`src/rtl/demux3_route.sv`:
```
// Registered 1-to-2 routing stage: a producer value plus a 3-bit choice is steered
// into one of two single-entry holding slots; codes other than 1 and 2 are dropped and counted.
//
// slot state | meaning
// -----------|----------------------------------------------
// EMPTY      | holding register has no data (outN_valid = 0)
// FULL       | holding register owns data   (outN_valid = 1)
module demux3_route #(
  parameter int WIDTH  = 32,
  parameter int DROP_W = 8
) (
  input  logic              clk,
  input  logic              rst,
  input  logic              ena,
  input  logic [WIDTH-1:0]  in,
  input  logic [2:0]        choice,
  input  logic              in_valid,
  output logic              in_ready,
  output logic [WIDTH-1:0]  out1,
  output logic              out1_valid,
  input  logic              out1_ready,
  output logic [WIDTH-1:0]  out2,
  output logic              out2_valid,
  input  logic              out2_ready,
  output logic [DROP_W-1:0] drop_cnt,
  output logic              drop_err
);

  typedef enum logic {
    EMPTY = 1'b0,
    FULL  = 1'b1
  } slot_state_t;

  localparam logic [DROP_W-1:0] DROP_MAX = {DROP_W{1'b1}};

  slot_state_t      slot1_q, slot1_d;
  slot_state_t      slot2_q, slot2_d;
  logic [WIDTH-1:0] data1_q, data2_q;
  logic             sel1, sel2, sel_drop;
  logic             free1, free2;
  logic             accept;
  logic             load1, load2;
  logic             drop_inc;

  always_comb begin
    sel1     = (choice == 3'd1);
    sel2     = (choice == 3'd2);
    sel_drop = !sel1 && !sel2;
    free1    = (slot1_q == EMPTY) || out1_ready;
    free2    = (slot2_q == EMPTY) || out2_ready;

    in_ready = 1'b0;
    if (ena) begin
      if (sel1)      in_ready = free1;
      else if (sel2) in_ready = free2;
      else           in_ready = 1'b1;
    end

    accept   = in_valid && in_ready;
    load1    = accept && sel1;
    load2    = accept && sel2;
    drop_inc = accept && sel_drop && (drop_cnt != DROP_MAX);
  end

  // Drain first, then a same-cycle load overrides it so a draining slot stays FULL.
  always_comb begin
    slot1_d = slot1_q;
    slot2_d = slot2_q;
    if (slot1_q == FULL && out1_ready) slot1_d = EMPTY;
    if (load1)                         slot1_d = FULL;
    if (slot2_q == FULL && out2_ready) slot2_d = EMPTY;
    if (load2)                         slot2_d = FULL;
  end

  always_ff @(posedge clk or posedge rst) begin
    if (rst) begin
      slot1_q <= EMPTY;
      slot2_q <= EMPTY;
    end else begin
      slot1_q <= slot1_d;
      slot2_q <= slot2_d;
    end
  end

  // Holding data is only written on load; it keeps its last value while EMPTY.
  always_ff @(posedge clk or posedge rst) begin
    if (rst) begin
      data1_q <= '0;
      data2_q <= '0;
    end else begin
      if (load1) data1_q <= in;
      if (load2) data2_q <= in;
    end
  end

  always_ff @(posedge clk or posedge rst) begin
    if (rst) begin
      drop_cnt <= '0;
      drop_err <= 1'b0;
    end else begin
      if (drop_inc)                drop_cnt <= drop_cnt + 1'b1;
      if (accept && sel_drop)      drop_err <= 1'b1;
    end
  end

  assign out1       = data1_q;
  assign out2       = data2_q;
  assign out1_valid = (slot1_q == FULL);
  assign out2_valid = (slot2_q == FULL);

endmodule

```
`config.mk`:
```
export PLATFORM = sky130hd
export DESIGN_NAME = demux3_route
export DESIGN_NICKNAME = d
export VERILOG_FILES = /design/src/rtl/demux3_route.sv
export SDC_FILE = /design/constraint.sdc
export NUM_CORES = 1
export LEC_CHECK = 0
export ABC_AREA = 1
export BUFFER_PORTS_ARGS = -buffer_cell sky130_fd_sc_hd__buf_4
export CAP_MARGIN = 30
export CORE_AREA = 2 2 82 99
export DETAILED_ROUTE_END_ITERATION = 6
export DIE_AREA = 0 0 84 101
export PLACE_DENSITY_LB_ADDON = 0.25
export RECOVER_POWER = 50
export REMOVE_ABC_BUFFERS = 1
export SLEW_MARGIN = 0
export SYNTH_ARGS = -nofsm -noshare
export SYNTH_HDL_FRONTEND = slang
export SYNTH_SLANG_ARGS = --single-unit
```
`constraint.sdc`:
```
create_clock -name clk -period 2.2 [get_ports clk]
set_clock_uncertainty 0.15 [all_clocks]
set_input_delay 0.11 -clock clk [delete_from_list [all_inputs] [get_ports clk]]
set_output_delay 0.11 -clock clk [all_outputs]
set_load 0.1 [all_outputs]
```
==> flow_summary.toml <==
[timing]
finalSetupViolCount = 0
finalHoldWorstSlack_ps = 89.63
hold_viol_final = 0
finalCritPeriodShare = 0.8384
max_freq_mhz = 542.1
unrepaired_setup_endpoints_after_global_routing = "false"
drv_slew = 0
timing_worst_slew_pin_value_ps = 1232
min_cycle_time_layout_ps = 1845
setup_tns_ps = 0
slew-limit-headroom = 0.1821

[drt]
viasPerCell = 4.657
detailed_router_s_first_iteration_violation_count = 126
routed_wire_length_per_instance_um = 12.79
detailedRoute.firstPassIterationCount = 4
dr_total_vias = 2701
drtAntennaViolNets = 0
drc = 0
wirelength_mm = 7.421

[global_route]
grt_first_pass_wirelength_mm = 12.66
number_of_antenna_violations_at_the_first_check_in_global_routing = 0
gr-max-usage-layer = "met2"
grtUsageMet2 = 0.3052
grt_max_degree = 76
grt_overflow_total = 0
grt_util_met1 = 0.2406
grt_pass1_vias = 2661
grt.total_usage = 0.1864
grt_use_met3 = 0.05405

[setup_path]
cp_cell_sequence = "clkbuf_1"
worstPathMaxFanout = 2
cpPeakStageDelay_ps = 910
cpLargestDelayFamily = "buffers and inverters"
timing_worst_setup_path_type = "flip-flop to output pin"
timing.critical_path.to_type = "output pin"
worst_ep_required_time_ps = 1940
worst_setup_path_start_kind = "flip-flop"
arrival_ps = 1580
crit_buf_inv = 1
cpMaxStageDelayCell = "sky130_fd_sc_hd__clkbuf_1"
timing.reg2reg.setup_slack_ps = 450

[cts]
cts.repair_timing.setup_buffer_count = 0
tritoncts = "built"
cts_htree_levels = 3
cts.clk_slew.worst_paths_ps = 70
cts.hold.buffers_added = 35
cts-resized-gates = 0
cts-buffers-inserted = 9
clk_latency_ps = 330
cts-root-buf = "sky130_fd_sc_hd__clkbuf_8"
cts.sinks = 75
clock_path_buffers = 2

[pwr]
power.density_cell_area_nw_per_um2 = 1322
fin_total_pwr_mw = 6.100
worst_ir_drop_vdd_mv = 0.8809
p_leak_nw = 2.389

[synthesis]
synthesis.instances = 333
synth_area_leaders = "sky130_fd_sc_hd__dfrtp_1 (57%), sky130_fd_sc_hd__o21ai_2 (12%), sky130_fd_sc_hd__nand2_1 (11%)"
synth_seq_area_share = 0.5686
async_set_or_reset_register_ratio_after_synthesis = 1.000
synth-edff-count = 0
syn_avg_cell_area_um2 = 9.912
synth_top_area_share = 0.5686
yosysWarnings = 0
yosys.cell_count.top_type = "sky130_fd_sc_hd__nand2_1"
synth.cells.most_frequent = "sky130_fd_sc_hd__nand2_1 (95), sky130_fd_sc_hd__dfrtp_1 (75), sky130_fd_sc_hd__inv_1 (46), sky130_fd_sc_hd__o21ai_2 (45), sky130_fd_sc_hd__buf_6 (12)"
synth.cell_area_um2 = 3301
synth-main-ff-cell = "sky130_fd_sc_hd__dfrtp_1"
ys_types = 23
ys_seq_elements = 75
yosys.area.top_type = "sky130_fd_sc_hd__dfrtp_1"

[die]
fp.dieArea_um2 = 8484
chipHeight_um = 101
coreArea_um2 = 7576
die_x_um = 84
io-pin-count = 117
effective_utilization_at_floorplan = 0.4357
fp-row-count = 35

[final_layout]
final-instance-count-excl-fill = 580
layout.filler_cells = 712
layout-drive-gt1-share = 0.3053
area_growth_syn_to_layout_pct = 39.80
diodes = 0
nNetsFinal = 526
post_layout_utilization_of_the_core = 0.6091

[place]
hpwlAfterDp_mm = 4.829
gp_routability_congestion = 0.8282
dp.cells = 530
port_buffers = 116

[run_status]
run_status = "finished, final reports clean"

[job]
max_cap_viol_count = 0

[min_path]
hp-class = "primary input to flip-flop"
-- registers in the layout (all words and copies together), names as in the netlist --
register,cells
out1,32
out2,32
drop_err,1
drop_cnt,8
out1_valid,1
out2_valid,1
-- where the power goes --
part / switching [mW] / total (mW) / leakage [nW] / internal [mW]
Sequential: 0.197 / 1.86 / 0.957 / 1.66
Clock: 0.486 / 1.15 / 0.102 / 0.664
Combinational: 2.57 / 3.09 / 1.33 / 0.522
Total: 3.25 / 6.10 / 2.39 / 2.85
-- worst paths after layout --
check / startpoint / end / cells past startpoint
worst max-delay path: out2[10]$_DFFE_PP0P_ / out2[10] / 1
worst min-delay path: in_valid / drop_cnt[1]$_DFFE_PP0P_ / 4
worst max register to register: drop_cnt[1]$_DFFE_PP0P_ / drop_cnt[3]$_DFFE_PP0P_ / 7
worst min register to register: drop_err$_DFFE_PP0P_ / drop_err$_DFFE_PP0P_ / 1
max in group asynchronous: rst / drop_cnt[5]$_DFFE_PP0P_ / 4
min in group asynchronous: rst / out2[5]$_DFFE_PP0P_ / 4
-- cells by family (layout without fill, tap and decap cells) --
| logic type | count (synthesis) | in the layout | share of synthesized area |
|---|---|---|---|
| AO/OA/AOI/OAI | 67 | 67 | 0.1535 |
| flip-flops | 75 | 75 | 0.5686 |
| adder cells (fa/ha/maj) | 1 | 1 | 0.003790 |
| AND/OR/NAND/NOR | 126 | 126 | 0.1691 |
| buffers and inverters | 61 | 216 | 0.09704 |
| XOR/XNOR | 3 | 3 | 0.007962 |
-- routing by layer --
layer,vias up,share of wire,wire length [um]
met5,-,0,0
met4,0,0.014,105
met3,10,0.053,390
met2,78,0.51,3775
met1,1262,0.42,3150
li1,1351,-,-
-- through the flow --
step	cell area [um2]	worst slack, ps
floorplan	3157	-1121
global placement	4203	560.6
detailed placement	4203	485.7
CTS	4770	459.0
global route	4614	266.4
finish	4614	355.5
-- tightest hold or removal path: stages --
cell and delay (ps):
sky130_fd_sc_hd__buf_4 130, sky130_fd_sc_hd__nand4_2 170, sky130_fd_sc_hd__nand2_1 70, sky130_fd_sc_hd__nand2_1 50
-- cell usage in the layout, fill, tap and decap left out, drive strengths merged, types with 9 or more instances in the layout --
| cell type | n |
|---|---|
| nand3 | 9 |
| inv | 46 |
| nand4 | 10 |
| dfrtp | 75 |
| o21ai | 66 |
| dlygate4sd3 | 35 |
| nand2 | 96 |
| buf | 79 |
| nor2 | 10 |
| clkbuf | 51 |
-- cell type report --
cell class	count	area [um2]	share of cell area
Multi-Input combinational cell	197	1104	0.2392
Timing Repair Buffer	154	1126	0.2440
Clock buffer	11	141.4	0.03064
Clock inverter	4	75.07	0.01627
Sequential cell	75	1877	0.4067
Inverter	47	176.4	0.03823
Tap cell	92	115.1	0.02495
Power figures use the tool's default switching activity.
